<file path="config.mk">
export PLATFORM = sky130hd
export DESIGN_NAME = mult_control
export DESIGN_NICKNAME = d
export VERILOG_FILES = /design/src/rtl/mult_control.sv
export SDC_FILE = /design/constraint.sdc
export NUM_CORES = 1
export LEC_CHECK = 0
export ABC_AREA = 1
export CAP_MARGIN = 20
export CORE_AREA = 2 2 39 41
export CTS_BUF_LIST = sky130_fd_sc_hd__clkbuf_16
export DETAILED_ROUTE_END_ITERATION = 7
export DIE_AREA = 0 0 41 43
export PLACE_DENSITY = 0.52
export RECOVER_POWER = 50
export SETUP_SLACK_MARGIN = 0.5
export SYNTH_ARGS = -nofsm -noshare
export SYNTH_HDL_FRONTEND = slang
export SYNTH_SLANG_ARGS = --single-unit
</file>
<file path="constraint.sdc">
create_clock -name clk -period 1.1 [get_ports clk]
set_clock_uncertainty 0.05 [all_clocks]
set_input_delay 0.165 -clock clk [delete_from_list [all_inputs] [get_ports clk]]
set_output_delay 0.165 -clock clk [all_outputs]
set_load 0.05 [all_outputs]
</file>
<file path="src/rtl/mult_control.sv">
// rtl/mult_control.sv - sequencing controller for the 8x8 multiplier built on one shared 4x4 multiplier
module mult_control (
    input  logic       clk,
    input  logic       reset,
    input  logic       start,
    output logic [1:0] input_sel,
    output logic [1:0] shift_sel,
    output logic       clk_ena,
    output logic       sclr_n,
    output logic       done,
    output logic [2:0] state_out
);

    localparam logic [2:0] S_IDLE      = 3'd0;
    localparam logic [2:0] S_LSB       = 3'd1;
    localparam logic [2:0] S_MID       = 3'd2;
    localparam logic [2:0] S_MSB       = 3'd3;
    localparam logic [2:0] S_CALC_DONE = 3'd4;
    localparam logic [2:0] S_ERR       = 3'd5;

    logic [2:0] state_q, state_d;
    logic [1:0] count_q, count_d;
    logic       ena_raw;

    always_comb begin
        state_d   = state_q;
        count_d   = count_q;
        input_sel = 2'b00;
        shift_sel = 2'b00;
        ena_raw   = 1'b0;
        sclr_n    = 1'b1;
        done      = 1'b0;
        case (state_q)
            S_IDLE, S_ERR: begin
                count_d = 2'd0;
                if (start) begin
                    ena_raw = 1'b1;
                    sclr_n  = 1'b0;
                    state_d = S_LSB;
                end
            end
            S_LSB: begin
                ena_raw = 1'b1;
                count_d = 2'd1;
                state_d = S_MID;
            end
            S_MID: begin
                input_sel = (count_q == 2'd1) ? 2'b01 : 2'b10;
                shift_sel = 2'b01;
                ena_raw   = 1'b1;
                count_d   = count_q + 2'd1;
                state_d   = (count_q == 2'd1) ? S_MID : S_MSB;
            end
            S_MSB: begin
                input_sel = 2'b11;
                shift_sel = 2'b10;
                ena_raw   = 1'b1;
                count_d   = 2'd0;
                state_d   = S_CALC_DONE;
            end
            S_CALC_DONE: begin
                done    = 1'b1;
                count_d = 2'd0;
                state_d = S_IDLE;
            end
            default: begin
                count_d = 2'd0;
                state_d = S_IDLE;
            end
        endcase

        // A start while busy aborts: no accumulation on this edge, park in ERR.
        if (start && (state_q == S_LSB || state_q == S_MID || state_q == S_MSB)) begin
            ena_raw = 1'b0;
            count_d = 2'd0;
            state_d = S_ERR;
        end
    end

    // Reset edges must never accumulate, even mid-operation.
    assign clk_ena   = ena_raw & ~reset;
    assign state_out = state_q;

    always_ff @(posedge clk) begin
        if (reset) begin
            state_q <= S_IDLE;
            count_q <= 2'd0;
        end else begin
            state_q <= state_d;
            count_q <= count_d;
        end
    end

endmodule

</file>
==> metrics.txt, run 1 <==
# TYPE chip_impl_metric gauge
chip_impl_metric{name="h_tree_level_count",unit=""} 1
chip_impl_metric{name="postLayoutCellArea",unit="um2"} 952
chip_impl_metric{name="max_slew_margin",unit="%"} 85.3
chip_impl_metric{name="synthesis.nets",unit=""} 49
chip_impl_metric{name="flow.area_growth_from_synthesis",unit="%"} 221
chip_impl_metric{name="dieArea",unit="um2"} 1760
chip_impl_metric{name="layout_setup_ws",unit="ns"} -0.304
chip_impl_metric{name="cts_num_sinks",unit=""} 5
chip_impl_metric{name="drt_wl_total",unit="um"} 912
chip_impl_metric{name="layout_min_cycle_time",unit="ns"} 1.40
chip_impl_metric{name="final.fill_count",unit=""} 109
chip_impl_metric{name="cts_buffers",unit=""} 3
chip_impl_metric{name="grt_pass1_wl",unit="mm"} 1.39
chip_impl_metric{name="grt_pass1_vias",unit=""} 358
chip_impl_info{name="critical_path.reg2reg.startpoint",value="state_out[1]"} 1
chip_impl_metric{name="path_max_fanout",unit=""} 2
chip_impl_metric{name="detailedRoute.firstIterationViolations",unit=""} 3
chip_impl_metric{name="grt_max_degree",unit=""} 6
chip_impl_metric{name="postCtsHoldBufs",unit=""} 0
chip_impl_info{name="synth_area_leader_cell",value="dfxtp_1"} 1
chip_impl_metric{name="detail_route.vias_per_cell",unit=""} 4.13
chip_impl_metric{name="route.vias.total",unit=""} 401
chip_impl_info{name="netlist_top_cells_area",value="dfxtp_1, inv_1, nand2_1"} 1
chip_impl_metric{name="synthDominantCellAreaShare",unit="%"} 33.8
chip_impl_metric{name="syn-cell-area",unit="um2"} 297
chip_impl_metric{name="cts.reportedPaths.clkPinSlew",unit="ns"} 0.03
chip_impl_metric{name="final_layout_size_suffix_gt1_share",unit="%"} 79.0
chip_impl_metric{name="globalRouteTotalUtil",unit="%"} 12.7
chip_impl_info{name="min_from",value="count_q[1]"} 1
chip_impl_metric{name="max-vdd-ir-drop",unit="uV"} 1580
chip_impl_metric{name="power.density",unit="nW/um2"} 1420
chip_impl_metric{name="synth_warnings",unit=""} 0
chip_impl_metric{name="pre_cts_ws",unit="ns"} -0.228
chip_impl_metric{name="nets_finish",unit=""} 86
chip_impl_metric{name="cts_buffer_depth",unit=""} 2
chip_impl_info{name="status",value="complete, but fails checks"} 1
chip_impl_info{name="cp-end-kind",value="output pin"} 1
chip_impl_metric{name="post_synth_inst_count",unit=""} 45
chip_impl_info{name="rr_endpoint",value="count_q[0]"} 1
chip_impl_metric{name="drt_pass1_iterations",unit=""} 3
chip_impl_metric{name="report.final.slew_viol_count",unit=""} 0
chip_impl_info{name="kind_of_critical_path",value="reg -> out"} 1
chip_impl_metric{name="timing.critical_path.required",unit="ns"} 0.88
chip_impl_metric{name="ant_nets",unit=""} 0
chip_impl_metric{name="chipWidth",unit="um"} 41
chip_impl_metric{name="p_leak",unit="nW"} 0.439
chip_impl_metric{name="grt_antenna_before_repair",unit=""} 0
chip_impl_info{name="ctsRootBufferMaster",value="clkbuf_16"} 1
chip_impl_info{name="clock_tree_from_tritoncts",value="done"} 1
chip_impl_metric{name="cp_data_arrival_time",unit="ns"} 1.19
chip_impl_metric{name="post-route-drc-count",unit=""} 0
chip_impl_metric{name="portBuffers",unit=""} 12
chip_impl_metric{name="tcrit_tclk_final",unit="%"} 128
chip_impl_info{name="failing_checks",value="setup timing"} 1
chip_impl_metric{name="insertion_delay",unit="ns"} 0.23
chip_impl_metric{name="placed_area",unit="um2"} 733
chip_impl_metric{name="count_of_standard_cell_rows",unit=""} 14
chip_impl_metric{name="initial_core_util",unit="%"} 21.4
chip_impl_metric{name="antenna-diode-count",unit=""} 0
chip_impl_metric{name="synth.distinct_cells",unit=""} 14
chip_impl_metric{name="routability_driven_placement_congestion_ratio",unit=""} 0.659
chip_impl_metric{name="regArea",unit="um2"} 111
chip_impl_info{name="crit_path_start_kind",value="register"} 1
chip_impl_info{name="rsz0062_at_grt",value="true"} 1
chip_impl_metric{name="timing_worst_slew_pin_value",unit="ns"} 0.220
chip_impl_metric{name="multi_input_logic_area",unit="um2"} 277
chip_impl_metric{name="fmaxAchievable",unit="MHz"} 712
chip_impl_metric{name="post_drt_wl_per_cell",unit="um"} 9.40
chip_impl_metric{name="grt_remaining_overflow",unit=""} 0
chip_impl_metric{name="place.detailed.hpwl",unit="um"} 648
chip_impl_metric{name="io_pins",unit=""} 13
chip_impl_metric{name="synth_sequential_area_ratio",unit="%"} 33.8
chip_impl_metric{name="avgSynthCellArea",unit="um2"} 6.59
chip_impl_info{name="hold_crit_class",value="reg -> reg"} 1
chip_impl_metric{name="core_area",unit="um2"} 1380
chip_impl_metric{name="setup_viol",unit=""} 12
chip_impl_metric{name="hold_viol_final",unit=""} 0
chip_impl_metric{name="die_height",unit="um"} 43
chip_impl_metric{name="synth-seq-cells",unit=""} 5
chip_impl_info{name="worstHoldEndpoint",value="count_q[1]"} 1
chip_impl_metric{name="maximum_capacitance_violations",unit=""} 0
chip_impl_info{name="highest_count_cells_in_the_layout_ignoring_fill_and_taps",value="buf_12, buf_4, buf_6"} 1
chip_impl_metric{name="worst-r2r-cell-count",unit=""} 8
chip_impl_metric{name="reg_to_reg_slack_setup",unit="ns"} -0.07
chip_impl_metric{name="instance_count_along_the_most_critical_hold_path",unit=""} 3
==> cell type report <==
class	instances	share of cell area [%]
clock inverter	1	0.394
sequential	5	11.7
timing repair buffer	32	42.7
inverter	11	6.18
multi-input combinational	29	29.0
tap	16	2.10
clock buffer	3	7.88
==> metrics by stage <==
stage | TNS [ns] | utilization, % | power, mW | hold slack (ns) | std cells
floorplan | -0.546 | - | 0.454 | 0.303 | 45
global placement | -1.30 | 53.0 | 0.682 | 0.478 | 87
detailed placement | -1.34 | 53.0 | 0.684 | 0.488 | 87
finish | -2.01 | 68.8 | 1.35 | 0.487 | 97
CTS | -1.78 | 64.9 | 1.34 | 0.468 | 93
global route | -2.57 | 68.8 | 1.41 | 0.509 | 97
==> flip-flops by register name, summed over array words and instances (netlist names) <==
name / flops
count_q: 2
state_out: 3
==> critical path: stages (launching register included) <==
cell,delay [ns]
dfxtp_1,0.32
ha_1,0.16
nor2_2,0.04
buf_4,0.13
nor3_4,0.14
buf_12,0.16
==> routing by layer <==
layer | vias to the layer above | global-route usage [%] | part of all wire, %
li1 | 210 | - | -
met1 | 178 | 14.0 | 37
met2 | 9 | 17.5 | 55
met3 | 4 | 1.57 | 2.9
met4 | 0 | 16.0 | 5.7
met5 | - | 0 | 0
==> worst max path at each step <==
| stage | startpoint | slack (ns) | endpoint | depth (start not counted) |
|---|---|---|---|---|
| final | count_q[0] | -0.30 | input_sel[0] | 5 |
| after global routing | count_q[1] | -0.36 | input_sel[1] | 6 |
| after CTS | count_q[0] | -0.31 | input_sel[0] | 5 |
| after detailed placement | start | -0.23 | clk_ena | 5 |
| after global placement | start | -0.22 | clk_ena | 4 |
| after floorplan | state_out[1] | -0.14 | clk_ena | 5 |
==> cells by family after synthesis <==
family | share of synthesized area (%)
flip-flops | 33.8
AO/OA/AOI/OAI | 3.38
adder cells (fa/ha/maj) | 4.22
AND/OR/NAND/NOR | 44.7
buffers and inverters | 13.9
==> cells in the mapped netlist <==
| master | number |
|---|---|
| dfxtp_1 | 5 |
| ha_1 | 1 |
| nor3_2 | 1 |
| nor2_2 | 3 |
| nand2_1 | 9 |
| nor3_1 | 1 |
| nand3_2 | 1 |
| a21oi_1 | 2 |
| nand4_1 | 1 |
| inv_1 | 10 |
| nand3_1 | 3 |
| nand2_2 | 3 |
| nor2_1 | 4 |
| inv_2 | 1 |
==> what timing repair did <==
item	in CTS	in global routing
gates resized for setup	17	6
pin swaps	4	3
setup endpoints to repair	15	15
buffers inserted	2	4
==> power by group <==
group	switching, mW	internal [mW]	total [mW]
logic	0.277	0.275	0.552
registers	0.0220	0.196	0.218
clock network	0.113	0.470	0.583
total	0.412	0.941	1.35
Note: power is estimated with default switching activity, not from simulation.
==> run 2, diff against run 1 <==
Settings changed: GPL_TIMING_DRIVEN set to 0.
==> metrics.txt, run 2 (synthesis results as in run 1) <==
# TYPE chip_impl_metric gauge
chip_impl_metric{name="p_leak",unit="nW"} 0.367
chip_impl_metric{name="share_of_total_power_in_sequential_cells",unit="%"} 17.6
chip_impl_metric{name="count_of_standard_cell_rows",unit=""} 14
chip_impl_metric{name="power.switching_fraction",unit="%"} 31.4
chip_impl_info{name="clock_tree_from_tritoncts",value="done"} 1
chip_impl_info{name="hold_crit_class",value="reg -> reg"} 1
chip_impl_metric{name="timing_worst_slew_pin_value",unit="ns"} 0.234
chip_impl_metric{name="layout_setup_ws",unit="ns"} -0.290
chip_impl_metric{name="cts_buffer_depth",unit=""} 2
chip_impl_metric{name="grt_pass1_vias",unit=""} 344
chip_impl_metric{name="maximum_capacitance_violations",unit=""} 0
chip_impl_metric{name="die_height",unit="um"} 43
chip_impl_metric{name="final.fill_count",unit=""} 116
chip_impl_metric{name="globalRouteTotalUtil",unit="%"} 11.8
chip_impl_metric{name="grt_pass1_wl",unit="mm"} 1.31
chip_impl_metric{name="layout_min_cycle_time",unit="ns"} 1.39
chip_impl_metric{name="report.final.slew_viol_count",unit=""} 0
chip_impl_metric{name="dpl.cell_count",unit=""} 73
chip_impl_metric{name="postLayoutCellArea",unit="um2"} 823
chip_impl_metric{name="io_pins",unit=""} 13
chip_impl_metric{name="place.detailed.hpwl",unit="um"} 536
chip_impl_info{name="failing_checks",value="setup timing"} 1
chip_impl_metric{name="hold_viol_final",unit=""} 0
chip_impl_metric{name="fin_hold_ws",unit="ns"} 0.492
chip_impl_info{name="cp-end-kind",value="output pin"} 1
chip_impl_info{name="highest_count_cells_in_the_layout_ignoring_fill_and_taps",value="buf_6, inv_1, buf_4"} 1
chip_impl_metric{name="detailedRoute.firstIterationViolations",unit=""} 3
chip_impl_metric{name="ant_nets",unit=""} 0
chip_impl_metric{name="drt_wl_total",unit="um"} 877
chip_impl_metric{name="nets_finish",unit=""} 78
chip_impl_info{name="crit_path_start_kind",value="register"} 1
chip_impl_metric{name="placed_area",unit="um2"} 528
chip_impl_info{name="most_common_cell_after_layout_fill_and_taps_aside",value="buf_6"} 1
chip_impl_info{name="busiest_layer",value="met2"} 1
chip_impl_metric{name="grt_max_degree",unit=""} 7
chip_impl_metric{name="antenna-diode-count",unit=""} 0
chip_impl_metric{name="detail_route.vias_per_cell",unit=""} 4.16
chip_impl_info{name="status",value="complete, but fails checks"} 1
chip_impl_metric{name="power_frac_comb",unit="%"} 36.6
chip_impl_metric{name="fmaxAchievable",unit="MHz"} 719
chip_impl_metric{name="max-vdd-ir-drop",unit="uV"} 997
chip_impl_metric{name="insertion_delay",unit="ns"} 0.22
chip_impl_metric{name="cp_data_arrival_time",unit="ns"} 1.18
chip_impl_metric{name="flow.area_growth_from_synthesis",unit="%"} 178
chip_impl_metric{name="initial_core_util",unit="%"} 21.4
chip_impl_metric{name="cell_internal_power",unit="uW"} 867
chip_impl_metric{name="final_layout_size_suffix_gt1_share",unit="%"} 82.2
chip_impl_metric{name="groute.layer.met1.usage",unit="%"} 11.9
chip_impl_metric{name="portBuffers",unit=""} 12
chip_impl_metric{name="grt_remaining_overflow",unit=""} 0
chip_impl_metric{name="multi_input_logic_area",unit="um2"} 290
chip_impl_metric{name="chipWidth",unit="um"} 41
chip_impl_metric{name="power.net_switching",unit="uW"} 396
chip_impl_metric{name="max_slew_margin",unit="%"} 84.4
chip_impl_metric{name="route.vias.total",unit=""} 370
chip_impl_metric{name="path_max_fanout",unit=""} 5
chip_impl_metric{name="largest_register_ff_count",unit=""} 3
chip_impl_metric{name="post-route-drc-count",unit=""} 0
chip_impl_metric{name="share_clk_of_total_power",unit="%"} 45.8
chip_impl_info{name="ctsRootBufferMaster",value="clkbuf_16"} 1
chip_impl_metric{name="final_cells",unit=""} 89
chip_impl_metric{name="power.density",unit="nW/um2"} 1530
chip_impl_info{name="rsz0062_at_grt",value="true"} 1
chip_impl_metric{name="timing.critical_path.required",unit="ns"} 0.88
chip_impl_metric{name="setup_viol",unit=""} 11
chip_impl_metric{name="cts.reportedPaths.clkPinSlew",unit="ns"} 0.03
chip_impl_metric{name="tcrit_tclk_final",unit="%"} 126
chip_impl_metric{name="post_drt_wl_per_cell",unit="um"} 9.85
chip_impl_metric{name="h_tree_level_count",unit=""} 1
chip_impl_info{name="kind_of_critical_path",value="reg -> out"} 1
chip_impl_metric{name="dieArea",unit="um2"} 1760
chip_impl_metric{name="drt_pass1_iterations",unit=""} 2
chip_impl_metric{name="routability_driven_placement_congestion_ratio",unit=""} 0.659
chip_impl_metric{name="grt_antenna_before_repair",unit=""} 0
chip_impl_metric{name="core_area",unit="um2"} 1380
chip_impl_metric{name="regArea",unit="um2"} 114
chip_impl_metric{name="cts_num_sinks",unit=""} 5
chip_impl_metric{name="globalRouteMet2Util",unit="%"} 17.8
chip_impl_metric{name="cts_buffers",unit=""} 3
chip_impl_metric{name="grt_use_met3",unit="%"} 4.71
-- run 2: changes by cell type in the layout (fill, tap and decap cells not counted), moves of 3 or more --
cell / previous run / this run
buf_12: 10 / 0
buf_4: 10 / 6
buf_8: 0 / 4
nand2_4: 7 / 4
-- run 2: through the flow --
step / utilization, % / setup WS (ns) / power [mW] / setup TNS, ns
2_1_floorplan: - / -0.139 / 0.454 / -0.546
3_3_place_gp: 38.2 / -0.916 / 0.537 / -6.27
3_5_place_dp: 38.2 / -0.916 / 0.537 / -6.24
4_1_cts: 55.5 / -0.298 / 1.24 / -1.71
5_1_grt: 59.5 / -0.329 / 1.32 / -2.25
6_report: 59.5 / -0.290 / 1.26 / -1.78
-- run 2: power groups by stage --
stage,combinational [mW],sequential (mW),clock [mW]
final,0.462,0.222,0.579
after CTS,0.432,0.219,0.593
after global routing,0.487,0.224,0.611
after detailed placement,0.315,0.222,0
after floorplan,0.202,0.253,0
after global placement,0.315,0.222,0
-- run 2: routing by layer --
metal / wire [um] / vias to the layer above
met5: 0 / -
met4: 15 / 0
met3: 33 / 2
met2: 435 / 9
met1: 392 / 166
li1: - / 193
-- run 2: critical path, stage by stage (launching register included) --
cell and delay, ns:
dfxtp_4 0.37, inv_4 0.09, nand2_8 0.07, nand3_4 0.09, nand2_4 0.06, a21oi_4 0.11
buf_6 0.17
-- run 2: worst paths after layout --
path | from | endpoint | slack (ns) | depth (start not counted)
worst max-delay path | state_out[0] | clk_ena | -0.29 | 6
worst min-delay path | count_q[0] | count_q[1] | 0.49 | 2
worst min register to register | count_q[0] | count_q[1] | 0.49 | 2
worst max register to register | state_out[1] | count_q[0] | -0.07 | 8
-- run 2: cell type report --
cell class / instances / area share (%)
clock buffers: 3 / 9.12
clock inverters: 1 / 0.456
well taps: 16 / 2.43
flip-flops and latches: 5 / 13.8
multi-input cells: 29 / 35.3
inverters: 11 / 7.45
repair buffers: 24 / 31.5
-- run 2: repair_timing --
action | 4_1_cts | 5_1_grt
setup buffers | 10 | 2
endpoints found under the setup margin | 15 | 15
gates resized for setup | 89 | 10
hold buffers | 0 | 0
pin swaps | 5 | 5
endpoints found under the hold margin | 0 | 0
